<file path="src/rtl/mips_hazard_if.sv">
// Hazard-unit bundle: pipeline-stage observations in, stall/flush/forward controls out.
interface mips_hazard_if;
  logic [4:0] Rs_D, Rt_D, Rs_E, Rt_E;
  logic [4:0] WriteReg_E, WriteReg_M, WriteReg_W;
  logic       RegWrite_E, RegWrite_M, RegWrite_W;
  logic       MemtoReg_E, MemtoReg_M;
  logic       Branch_D, BranchTaken_D, J_D, Jr_D;
  logic       HiLoAccess_D, MulDivStart_E, MulDivOp_E;
  logic       Stall_F, EN_FD, CLR_FD, EN_DE, CLR_DE;
  logic [1:0] ForwardA_E, ForwardB_E;
  logic       ForwardA_D, ForwardB_D;
  logic       MulDivBusy, MulDivDone;

  modport master (
    output Rs_D, Rt_D, Rs_E, Rt_E, WriteReg_E, WriteReg_M, WriteReg_W,
           RegWrite_E, RegWrite_M, RegWrite_W, MemtoReg_E, MemtoReg_M,
           Branch_D, BranchTaken_D, J_D, Jr_D, HiLoAccess_D, MulDivStart_E, MulDivOp_E,
    input  Stall_F, EN_FD, CLR_FD, EN_DE, CLR_DE, ForwardA_E, ForwardB_E,
           ForwardA_D, ForwardB_D, MulDivBusy, MulDivDone
  );

  modport slave (
    input  Rs_D, Rt_D, Rs_E, Rt_E, WriteReg_E, WriteReg_M, WriteReg_W,
           RegWrite_E, RegWrite_M, RegWrite_W, MemtoReg_E, MemtoReg_M,
           Branch_D, BranchTaken_D, J_D, Jr_D, HiLoAccess_D, MulDivStart_E, MulDivOp_E,
    output Stall_F, EN_FD, CLR_FD, EN_DE, CLR_DE, ForwardA_E, ForwardB_E,
           ForwardA_D, ForwardB_D, MulDivBusy, MulDivDone
  );
endinterface

</file>
<file path="src/rtl/mips_hazard_unit.sv">
// 5-stage MIPS hazard/forwarding controller with a mult/div busy tracker that
// holds HI/LO accessors in Decode until the result is ready.
module mips_hazard_unit #(
  parameter int MULT_CYCLES = 4,
  parameter int DIV_CYCLES  = 32,
  parameter int CNT_W       = 6
) (
  input  logic         clk,
  input  logic         rst_n,
  mips_hazard_if.slave hz
);
  typedef enum logic {IDLE = 1'b0, BUSY = 1'b1} md_state_e;

  localparam logic [CNT_W-1:0] MULT_LAST = CNT_W'(MULT_CYCLES - 1);
  localparam logic [CNT_W-1:0] DIV_LAST  = CNT_W'(DIV_CYCLES - 1);

  md_state_e        state, state_nxt;
  logic [CNT_W-1:0] cnt, cnt_nxt;
  logic             lwstall, branchstall, mdstall, stall, flush;

  function automatic logic match(input logic we, input logic [4:0] wr, input logic [4:0] r);
    return we && (r != 5'd0) && (wr == r);
  endfunction

  // Branch/jr operands are compared in Decode, so a result still in Execute,
  // or a load still in Memory, cannot be forwarded in time.
  function automatic logic hit(input logic [4:0] r);
    return match(hz.RegWrite_E, hz.WriteReg_E, r) ||
           (hz.MemtoReg_M && (hz.WriteReg_M == r) && (r != 5'd0));
  endfunction

  always_comb begin
    hz.ForwardA_E = match(hz.RegWrite_M, hz.WriteReg_M, hz.Rs_E) ? 2'b10 :
                    match(hz.RegWrite_W, hz.WriteReg_W, hz.Rs_E) ? 2'b01 : 2'b00;
    hz.ForwardB_E = match(hz.RegWrite_M, hz.WriteReg_M, hz.Rt_E) ? 2'b10 :
                    match(hz.RegWrite_W, hz.WriteReg_W, hz.Rt_E) ? 2'b01 : 2'b00;
    hz.ForwardA_D = match(hz.RegWrite_M, hz.WriteReg_M, hz.Rs_D);
    hz.ForwardB_D = match(hz.RegWrite_M, hz.WriteReg_M, hz.Rt_D);
  end

  assign lwstall     = hz.MemtoReg_E && (hz.Rt_E != 5'd0) &&
                       ((hz.Rt_E == hz.Rs_D) || (hz.Rt_E == hz.Rt_D));
  assign branchstall = (hz.Branch_D && (hit(hz.Rs_D) || hit(hz.Rt_D))) ||
                       (hz.Jr_D && hit(hz.Rs_D));
  assign mdstall     = hz.HiLoAccess_D && ((state == BUSY) || hz.MulDivStart_E);
  assign stall       = lwstall | branchstall | mdstall;
  // A stalled redirect is retried once the stall clears.
  assign flush       = (hz.BranchTaken_D | hz.J_D | hz.Jr_D) & ~stall;

  assign hz.Stall_F = stall;
  assign hz.EN_FD   = ~stall & ~flush;
  assign hz.CLR_FD  = flush;
  assign hz.EN_DE   = ~stall;
  assign hz.CLR_DE  = stall;

  always_ff @(posedge clk) begin
    if (!rst_n) begin
      state <= IDLE;
      cnt   <= '0;
    end else begin
      state <= state_nxt;
      cnt   <= cnt_nxt;
    end
  end

  always_comb begin
    state_nxt = state;
    cnt_nxt   = cnt;
    case (state)
      IDLE: if (hz.MulDivStart_E) begin
        cnt_nxt   = hz.MulDivOp_E ? DIV_LAST : MULT_LAST;
        state_nxt = BUSY;
      end
      BUSY: if (cnt == '0) state_nxt = IDLE;
            else           cnt_nxt   = cnt - 1'b1;
      default: state_nxt = IDLE;
    endcase
  end

  assign hz.MulDivBusy = (state == BUSY);
  assign hz.MulDivDone = (state == BUSY) && (cnt == '0);
endmodule

</file>
<file path="src/flat_wrapper.sv">
// flat-port wrapper written by rule: the top's interface ports become plain ports
module mips_hazard_unit_flat 
#(
  parameter int MULT_CYCLES = 4,
  parameter int DIV_CYCLES  = 32,
  parameter int CNT_W       = 6
)
  (clk, rst_n, hz_Rs_D, hz_Rt_D, hz_Rs_E, hz_Rt_E, hz_WriteReg_E, hz_WriteReg_M, hz_WriteReg_W, hz_RegWrite_E, hz_RegWrite_M, hz_RegWrite_W, hz_MemtoReg_E, hz_MemtoReg_M, hz_Branch_D, hz_BranchTaken_D, hz_J_D, hz_Jr_D, hz_HiLoAccess_D, hz_MulDivStart_E, hz_MulDivOp_E, hz_Stall_F, hz_EN_FD, hz_CLR_FD, hz_EN_DE, hz_CLR_DE, hz_ForwardA_E, hz_ForwardB_E, hz_ForwardA_D, hz_ForwardB_D, hz_MulDivBusy, hz_MulDivDone);
  mips_hazard_if hz_i ();
  input  logic clk;
  input  logic rst_n;
  input wire logic [$bits(hz_i.Rs_D)-1:0] hz_Rs_D;
  input wire logic [$bits(hz_i.Rt_D)-1:0] hz_Rt_D;
  input wire logic [$bits(hz_i.Rs_E)-1:0] hz_Rs_E;
  input wire logic [$bits(hz_i.Rt_E)-1:0] hz_Rt_E;
  input wire logic [$bits(hz_i.WriteReg_E)-1:0] hz_WriteReg_E;
  input wire logic [$bits(hz_i.WriteReg_M)-1:0] hz_WriteReg_M;
  input wire logic [$bits(hz_i.WriteReg_W)-1:0] hz_WriteReg_W;
  input wire logic [$bits(hz_i.RegWrite_E)-1:0] hz_RegWrite_E;
  input wire logic [$bits(hz_i.RegWrite_M)-1:0] hz_RegWrite_M;
  input wire logic [$bits(hz_i.RegWrite_W)-1:0] hz_RegWrite_W;
  input wire logic [$bits(hz_i.MemtoReg_E)-1:0] hz_MemtoReg_E;
  input wire logic [$bits(hz_i.MemtoReg_M)-1:0] hz_MemtoReg_M;
  input wire logic [$bits(hz_i.Branch_D)-1:0] hz_Branch_D;
  input wire logic [$bits(hz_i.BranchTaken_D)-1:0] hz_BranchTaken_D;
  input wire logic [$bits(hz_i.J_D)-1:0] hz_J_D;
  input wire logic [$bits(hz_i.Jr_D)-1:0] hz_Jr_D;
  input wire logic [$bits(hz_i.HiLoAccess_D)-1:0] hz_HiLoAccess_D;
  input wire logic [$bits(hz_i.MulDivStart_E)-1:0] hz_MulDivStart_E;
  input wire logic [$bits(hz_i.MulDivOp_E)-1:0] hz_MulDivOp_E;
  output wire logic [$bits(hz_i.Stall_F)-1:0] hz_Stall_F;
  output wire logic [$bits(hz_i.EN_FD)-1:0] hz_EN_FD;
  output wire logic [$bits(hz_i.CLR_FD)-1:0] hz_CLR_FD;
  output wire logic [$bits(hz_i.EN_DE)-1:0] hz_EN_DE;
  output wire logic [$bits(hz_i.CLR_DE)-1:0] hz_CLR_DE;
  output wire logic [$bits(hz_i.ForwardA_E)-1:0] hz_ForwardA_E;
  output wire logic [$bits(hz_i.ForwardB_E)-1:0] hz_ForwardB_E;
  output wire logic [$bits(hz_i.ForwardA_D)-1:0] hz_ForwardA_D;
  output wire logic [$bits(hz_i.ForwardB_D)-1:0] hz_ForwardB_D;
  output wire logic [$bits(hz_i.MulDivBusy)-1:0] hz_MulDivBusy;
  output wire logic [$bits(hz_i.MulDivDone)-1:0] hz_MulDivDone;
  assign hz_i.Rs_D = hz_Rs_D;
  assign hz_i.Rt_D = hz_Rt_D;
  assign hz_i.Rs_E = hz_Rs_E;
  assign hz_i.Rt_E = hz_Rt_E;
  assign hz_i.WriteReg_E = hz_WriteReg_E;
  assign hz_i.WriteReg_M = hz_WriteReg_M;
  assign hz_i.WriteReg_W = hz_WriteReg_W;
  assign hz_i.RegWrite_E = hz_RegWrite_E;
  assign hz_i.RegWrite_M = hz_RegWrite_M;
  assign hz_i.RegWrite_W = hz_RegWrite_W;
  assign hz_i.MemtoReg_E = hz_MemtoReg_E;
  assign hz_i.MemtoReg_M = hz_MemtoReg_M;
  assign hz_i.Branch_D = hz_Branch_D;
  assign hz_i.BranchTaken_D = hz_BranchTaken_D;
  assign hz_i.J_D = hz_J_D;
  assign hz_i.Jr_D = hz_Jr_D;
  assign hz_i.HiLoAccess_D = hz_HiLoAccess_D;
  assign hz_i.MulDivStart_E = hz_MulDivStart_E;
  assign hz_i.MulDivOp_E = hz_MulDivOp_E;
  assign hz_Stall_F = hz_i.Stall_F;
  assign hz_EN_FD = hz_i.EN_FD;
  assign hz_CLR_FD = hz_i.CLR_FD;
  assign hz_EN_DE = hz_i.EN_DE;
  assign hz_CLR_DE = hz_i.CLR_DE;
  assign hz_ForwardA_E = hz_i.ForwardA_E;
  assign hz_ForwardB_E = hz_i.ForwardB_E;
  assign hz_ForwardA_D = hz_i.ForwardA_D;
  assign hz_ForwardB_D = hz_i.ForwardB_D;
  assign hz_MulDivBusy = hz_i.MulDivBusy;
  assign hz_MulDivDone = hz_i.MulDivDone;
  mips_hazard_unit #(.MULT_CYCLES(MULT_CYCLES), .DIV_CYCLES(DIV_CYCLES), .CNT_W(CNT_W)) u_core (.clk(clk), .rst_n(rst_n), .hz(hz_i));
endmodule
</file>
<file path="config.mk">
export PLATFORM = sky130hd
export DESIGN_NAME = mips_hazard_unit_flat
export DESIGN_NICKNAME = d
export VERILOG_FILES = /design/src/rtl/mips_hazard_if.sv /design/src/rtl/mips_hazard_unit.sv /design/src/flat_wrapper.sv
export SDC_FILE = /design/constraint.sdc
export NUM_CORES = 1
export LEC_CHECK = 0
export CORE_MARGIN = 1.5
export CORE_UTILIZATION = 40
export CTS_BUF_LIST = sky130_fd_sc_hd__clkbuf_8
export DETAILED_ROUTE_END_ITERATION = 10
export PLACE_DENSITY = 0.85
export SLEW_MARGIN = 20
export SYNTH_ARGS = -nofsm -noshare
export SYNTH_HDL_FRONTEND = slang
export SYNTH_SLANG_ARGS = --single-unit
</file>
<file path="constraint.sdc">
create_clock -name clk -period 3.4 [get_ports clk]
set_input_delay 0.85 -clock clk [delete_from_list [all_inputs] [get_ports clk]]
set_output_delay 0.85 -clock clk [all_outputs]
set_load 0.1 [all_outputs]
</file>
Word level (Yosys, flattened, before mapping). Cells that the tools add are included.

Flip-flop bits (word level): 7. Bits of input ports: 49. Output and inout bits: 13. Logic and storage cells: 73.

Add/subtract/negate cells: 1. Equality and inequality tests: 12. Muxes and demuxes: 11. Bitwise operators: 9. Reduce and logical (&&, ||, !) cells: 38.

Operators with widths (count): $eq 5x5->1 (10); $logic_and 1x1->1 (26); $reduce_bool 5->1 (4); $mux 6 (2); $pmux 6 s2 (1); $logic_not 6->1 (1); $logic_or 1x1->1 (6); $sub 6x1->6 const B (1); $mux 5 (1); $mux 1 (4); $mux 2 (2); $ne 2x2->1 const B (2); $or 1x1->1 (4); $not 1->1 (3); $and 1x1->1 (2); $pmux 1 s2 (1); $reduce_and 2->1 (1).

Logic depth before layout (Yosys ltp). Gate-level depths: netlist of run 1.

Depth after elaboration: 13. Mapped depth: 7. Mapped depth without buffers: 7.

Worst setup path before layout of run 1. No wires, ideal clock.

Path type: input to output. From: in hz_Rt_E[3]. To: out hz_ForwardB_E[0]. Data arrival time: 6094 ps. Data required time: 2550 ps. Setup slack: -3544 ps. Cell stages on the path: 5. Buffers on the path: 1. Path through: buf_4 or4_4 nor2_4 nor4_1 nor4_1.

Cells in the longest elaborated chain, start to end: 5. Elaborated cells on any way between the ends: 9. Classes of those cells: 2 x eq/ne; 2 x mux; 5 x reduce/logical.

RTL lines: start, declared (RTL line flat_wrapper.sv:15) `input wire logic [$bits(hz_i.Rt_E)-1:0] hz_Rt_E;`; $reduce_bool 5->1 (RTL line mips_hazard_unit.sv:22) `return we && (r != 5'd0) && (wr == r);`; $logic_and 1x1->1 (2 in a row) (RTL line mips_hazard_unit.sv:22); $mux 1 (RTL line mips_hazard_unit.sv:36) `match(hz.RegWrite_W, hz.WriteReg_W, hz.Rt_E) ? 2'b01 : 2'b00;`; $mux 2 * (RTL line mips_hazard_unit.sv:35) `hz.ForwardB_E = match(hz.RegWrite_M, hz.WriteReg_M, hz.Rt_E) ? 2'b10 :`; end, declared (RTL line flat_wrapper.sv:37) `output wire logic [$bits(hz_i.ForwardB_E)-1:0] hz_ForwardB_E;`.

Mark *: on every way between the ends. The rest lies on a longest branch, timed or not.

Worst setup path in the final report of run 1.
From: in hz_WriteReg_M[4]. To: out hz_ForwardB_E[1].

Cells in the longest elaborated chain, start to end: 3.

RTL lines: start, declared (RTL line flat_wrapper.sv:17) `input wire logic [$bits(hz_i.WriteReg_M)-1:0] hz_WriteReg_M;`; $eq 5x5->1 (RTL line mips_hazard_unit.sv:22); $logic_and 1x1->1 (RTL line mips_hazard_unit.sv:22); $mux 2 (RTL line mips_hazard_unit.sv:35).

Every way passes these cells.

==> impl_metrics.json, run 1 <==
{
  "power_density_nw_per_um2": 265,
  "fp-row-count": 19,
  "viasPerCell": 6.28,
  "drv_cap": 0,
  "worstMarginPinSlew_ps": 627,
  "synth_seq_area_share_pct": 12.2,
  "cts_buffers": 3,
  "n_fill_cell": 126,
  "fmax_mhz": 291,
  "diodes": 0,
  "cts_sinks": 7,
  "setup_tns_ps": -135,
  "worstSetupStartpointType": "input port",
  "clkTransAtPathRegs_ps": 40,
  "fp.dieW_um": 56.7,
  "slew-limit-headroom_pct": 58.0,
  "routed_wl_mm": 6.79,
  "synth_area_leaders": "xnor2_1 31%, dfxtp_1 12%, xor2_1 6.1%",
  "clk_path_buf_depth": 2,
  "port_buffers": 61,
  "netlist_area_um2": 1150,
  "synthTopCellsByCount": "41 x xnor2_1, 13 x nand2_1, 8 x nor4_1, 8 x xor2_1",
  "post-place-ws_ps": -393,
  "ir_worst_vdd_mv": 0.466,
  "ys_warn_count": 0,
  "die_area_um2": 3210,
  "worstSetupPathType": "in -> out",
  "netlist_instances": 149,
  "synth-edff-count": 0,
  "period_share_pct": 101,
  "setup_ws_ps": -40.6,
  "fin_nets": 300,
  "antenna_found_initial": 0,
  "grt_pass1_vias": 1851,
  "leakage_nw": 0.996,
  "route.detailed.drc": 0,
  "met2_usage_pct": 69.9,
  "ys.flop_type": "dfxtp_1",
  "async_flop_share_pct": 0,
  "grt_pass1_wl_mm": 9.24,
  "busiest_layer": "met2",
  "use_met1_pct": 40.6,
  "synth_top_area_share_pct": 31.2,
  "grt_usage_pct": 38.2,
  "met3_usage_pct": 4.84,
  "cts_tree": "yes",
  "path_max_fanout": 2,
  "min_period_ps": 3440,
  "grt_max_degree": 10,
  "drt_first_iter_violations": 146,
  "routedWlPerCell_um": 24.3,
  "synth.largest_area_cell": "xnor2_1",
  "num_vias": 1757,
  "postRouteAntennaNets": 0,
  "clock_skew_ps": 2.07,
  "worstSkewPairLatency_ps": 240,
  "die_h_um": 56.7,
  "io_pins": 62,
  "status": "finished with violations",
  "end_kind": "output pin",
  "rsz0062_at_grt": "true",
  "synthToLayoutAreaGrowth_pct": 109,
  "coreArea_um2": 2730,
  "final_layout_size_suffix_gt1_share_pct": 36.5,
  "synth_seq_cells": 7,
  "gp_congestion": 0.933,
  "cts_root_buffer": "clkbuf_8",
  "first_pass_iters": 4,
  "crit_arrival_ps": 2590,
  "dpl.hpwl_mm": 4.04,
  "h-tree-depth": 1,
  "finalHoldViolations": 0,
  "finish.utilization_pct": 88.1,
  "synth_nets": 199,
  "finalSetupViolations": 5,
  "ys_types": 43,
  "slew_viol_final": 0,
  "grt.overflow.total": 0,
  "synth.most_common_cell": "xnor2_1",
  "avgSynthCellArea_um2": 7.73,
  "initial_core_util_pct": 42.2,
  "failed_checks": "negative setup slack",
  "cp.required_ps": 2550,
  "hold_class": "reg -> reg"
}
==> flip-flops by register name, summed over array words and instances, names as in the netlist <==
register / count
u_core.hz.MulDivBusy: 1
u_core.cnt: 6
==> final cells by class <==
type	count	area (um2)	share of cell area, %
sequential	7	140	5.82
inverter	7	26.3	1.09
timing repair buffer	102	1040	43.2
clock buffer	3	41.3	1.71
tap	31	38.8	1.61
clock inverter	1	3.75	0.156
multi-input combinational	129	1120	46.4
==> worst paths after layout <==
| check | startpoint | to | slack, ps | cells after the start |
|---|---|---|---|---|
| worst max-delay path | hz_WriteReg_M[4] | hz_ForwardB_E[1] | -40 | 8 |
| worst max register to register | u_core.cnt[0]$_SDFFE_PN0P_ | u_core.cnt[2]$_SDFFE_PN0P_ | 1410 | 7 |
| worst min-delay path | u_core.cnt[0]$_SDFFE_PN0P_ | u_core.cnt[0]$_SDFFE_PN0P_ | 520 | 2 |
| worst min register to register | u_core.cnt[0]$_SDFFE_PN0P_ | u_core.cnt[0]$_SDFFE_PN0P_ | 520 | 2 |
==> power by group <==
part | switching, W | internal [W]
registers | 0.0000117 | 0.0000922
clock network | 0.0000425 | 0.0000785
logic | 0.000234 | 0.000181
total | 0.000288 | 0.000351
==> critical path, stage by stage <==
cell	delay [ps]
dlygate4sd2_1	270
buf_4	150
buf_4	140
xnor2_1	150
nand4_1	240
nor4_4	400
buf_4	210
buf_12	170
==> routing by layer <==
| layer | vias up | wire length (um) |
|---|---|---|
| met3 | 50 | 567 |
| met2 | 147 | 3350 |
| li1 | 726 | - |
| met5 | - | 0 |
| met1 | 834 | 2260 |
| met4 | 0 | 607 |
==> metrics by stage <==
step                      power [W]  cell area [um2]  hold WS [ps]  std cells
after floorplan            0.000318             1300           463        149
after global placement     0.000460             2220           488        268
after detailed placement   0.000480             2220           512        268
after CTS                  0.000603             2350           519        278
after global routing       0.000654             2410           575        280
final                      0.000639             2410           521        280
==> cells in the final DEF, fill, tap and decap left out, drive strengths merged, types with 5 or more instances in the layout <==
master / synthesis / layout
buf: 6 / 58
clkbuf: 0 / 5
clkdlybuf4s50: 0 / 21
dfxtp: 7 / 7
dlygate4sd2: 0 / 12
dlymetal6s2s: 0 / 7
inv: 7 / 8
nand2: 13 / 13
nand3: 7 / 7
nand4: 6 / 6
nor2: 6 / 6
nor4: 8 / 8
o21ai: 6 / 6
xnor2: 41 / 41
xor2: 8 / 8
==> repair_timing <==
action                     in CTS  in global routing
hold buffers                    0                  0
resized for setup              47                 20
setup endpoints to repair      10                  7
pin swaps                      12                 17
buffers inserted                6                  2
==> kinds of logic (layout without fill, tap and decap cells) <==
logic type / count (synthesis) / in the layout / share of synthesized area [%]
adders and majority gates: 1 / 1 / 1.09
and+or+nand+nor: 60 / 60 / 30.0
DFF: 7 / 7 / 12.2
xor gates and xnor gates: 49 / 49 / 37.2
AOI/OAI and AO/OA: 19 / 19 / 12.1
buffers and inverters: 13 / 113 / 7.49
Power figures use the tool's default switching activity.
==> run 2, diff against run 1 <==
- CAP_MARGIN: unset -> 0
==> results of run 2 <==
Final layout, timing and power as in run 1 (identical DEF).
==> run 3, diff against run 2 <==
- MAX_ROUTING_LAYER: unset -> met4
==> run 3 against run 2 <==
Effect of this change:
- global-route usage shrank 5.9 points
- the run still ends with negative setup slack left
- clock power is essentially flat
- utilization decreased by 0.64 points
- power down 3.4%
- die area stayed put
- register-to-register slack gained 40 ps
- largest cell class unchanged
- via count fell by 10%
- sequential power barely moved
- fmax rose by 0.57%
- clock skew about the same
==> impl_metrics.json, run 3 (synthesis gave the netlist of run 1 again) <==
{
  "met2_usage_pct": 60.8,
  "slew-limit-headroom_pct": 60.7,
  "fmax_mhz": 292,
  "swShare_pct": 43.5,
  "cts_tree": "yes",
  "critPathTopFamily": "simple AND/OR/NAND/NOR gates",
  "route.detailed.drc": 0,
  "busiest_layer": "met2",
  "hold_buffers": 0,
  "slowest_stage": "a311o_2",
  "seqPwrFrac_pct": 16.7,
  "leakage_nw": 1.00,
  "antenna_found_initial": 0,
  "num_vias": 1580,
  "fp.dieW_um": 56.7,
  "grt_usage_pct": 32.3,
  "comb_power_share_pct": 64.0,
  "postRouteAntennaNets": 0,
  "cp_cell_sequence": "clkdlybuf4s15_1 -> nor4_4 -> or3_1 -> a211oi_2 -> a311o_2 -> nor3b_4 -> buf_12",
  "gp_congestion": 0.953,
  "internal_power_w": 0.000349,
  "worstSkewPairLatency_ps": 240,
  "cts_sinks": 7,
  "failed_checks": "negative setup slack",
  "layout_common_cells": "37 x xnor2_1, 34 x buf_4, 19 x clkdlybuf4s50_1",
  "cts_buffers": 3,
  "ir_worst_vdd_mv": 0.363,
  "hold_class": "reg -> reg",
  "met3_usage_pct": 3.23,
  "n_fill_cell": 111,
  "grt.overflow.total": 0,
  "io_pins": 62,
  "finalHoldViolations": 0,
  "port_buffers": 61,
  "drv_cap": 0,
  "worstMarginPinSlew_ps": 587,
  "timing.critical_path.buf_inv": 2,
  "drt_first_iter_violations": 96,
  "period_share_pct": 101,
  "clock_skew_ps": 2.17,
  "crit_arrival_ps": 2570,
  "worstSetupStartpointType": "input port",
  "status": "finished with violations",
  "h-tree-depth": 1,
  "viasPerCell": 5.72,
  "setup_ws_ps": -20.9,
  "hold_path_depth": 2,
  "pwr-share-clk_pct": 19.3,
  "finalSetupViolations": 3,
  "path_max_fanout": 4,
  "routed_wl_mm": 5.36,
  "slew_viol_final": 0,
  "r2r-start": "u_core.cnt[0]$_SDFFE_PN0P_",
  "min-delay-start": "u_core.cnt[0]$_SDFFE_PN0P_",
  "critical-path-max-stage-delay_ps": 440,
  "reg2regPathDepth": 7,
  "coreArea_um2": 2730,
  "diodes": 0,
  "cp.required_ps": 2550,
  "power_density_nw_per_um2": 258,
  "clk_path_buf_depth": 2,
  "die_area_um2": 3210,
  "clkTransAtPathRegs_ps": 40,
  "synthToLayoutAreaGrowth_pct": 107,
  "grt_pass1_vias": 1680,
  "first_pass_iters": 4,
  "top_register": "u_core.cnt",
  "grt_max_degree": 10,
  "min_period_ps": 3420,
  "routedWlPerCell_um": 19.4,
  "dpl.hpwl_mm": 3.81,
  "crit_cells": 7,
  "p_sw_w": 0.000268,
  "use_met1_pct": 32.6,
  "grt_pass1_wl_mm": 7.67,
  "fp-row-count": 19,
  "power_w": 0.000617,
  "whs_ps": 505,
  "die_h_um": 56.7,
  "cts_root_buffer": "clkbuf_8",
  "final_common_cell": "xnor2_1",
  "final_layout_size_suffix_gt1_share_pct": 37.1,
  "fin_nets": 296,
  "setup_tns_ps": -58.8,
  "initial_core_util_pct": 42.2,
  "end_kind": "output pin",
  "critPathLaunch": "hz_Rt_D[1]",
  "largest_reg_flops": 6,
  "worstSetupPathType": "in -> out"
}
-- run 3: cell count changes in the layout (fill, tap and decap cells not counted), sizes merged --
cell,before,now
clkbuf,5,6
buf,58,54
clkdlybuf4s15,2,5
dlymetal6s2s,7,9
dlygate4sd2,12,8
clkdlybuf4s50,21,19
-- run 3: per-layer routing --
| metal | part of all wire [%] | vias to the layer above |
|---|---|---|
| li1 | - | 719 |
| met1 | 36 | 740 |
| met2 | 53 | 87 |
| met3 | 5.1 | 34 |
| met4 | 6.3 | 0 |
| met5 | 0 | - |
-- run 3: timing repair --
action / 4_1_cts / 5_1_grt
endpoints found under the setup margin: 9 / 6
resized for setup: 44 / 28
buffers inserted: 3 / 1
pin swaps: 12 / 14
endpoints found under the hold margin: 0 / 0
-- run 3: final timing paths --
path | end | slack (ps)
setup / recovery | hz_EN_FD | -20
hold reg to reg | u_core.cnt[0]$_SDFFE_PN0P_ | 500
hold / removal | u_core.cnt[0]$_SDFFE_PN0P_ | 500
setup reg to reg | u_core.cnt[2]$_SDFFE_PN0P_ | 1450
-- run 3: power by group through the flow --
stage / Combinational (W) / Sequential (W) / Clock [W]
final: 0.000395 / 0.000103 / 0.000119
after global routing: 0.000411 / 0.000104 / 0.000122
after CTS: 0.000377 / 0.000103 / 0.000118
after detailed placement: 0.000374 / 0.000104 / 0
after global placement: 0.000357 / 0.000103 / 0
after floorplan: 0.000208 / 0.000110 / 0
-- run 3: worst register-to-register path: stages (launching register included) --
cell and delay [ps]:
dfxtp_1 320, inv_1 70, ha_1 230, and4bb_1 270
a31oi_1 500, o21ai_1 160, a22oi_1 230, nor2b_1 60
-- run 3: area by class of cell --
class                      instances  area, um2  area share, %
tap                               31       38.8           1.62
inverter                           7       26.3           1.10
clock buffer                       3       41.3           1.73
clock inverter                     1       3.75          0.157
timing repair buffer              98       1000           42.0
multi-input combinational        129       1140           47.5
sequential                         7        140           5.86
-- run 3: through the flow --
stage	setup slack, ps	std cells	area (um2)	utilization (%)
after floorplan	-384	149	1300	-
after global placement	-242	268	2220	81.3
after detailed placement	-350	268	2220	81.3
after CTS	-19.3	275	2330	85.2
after global routing	-89.8	276	2390	87.5
final	-20.9	276	2390	87.5
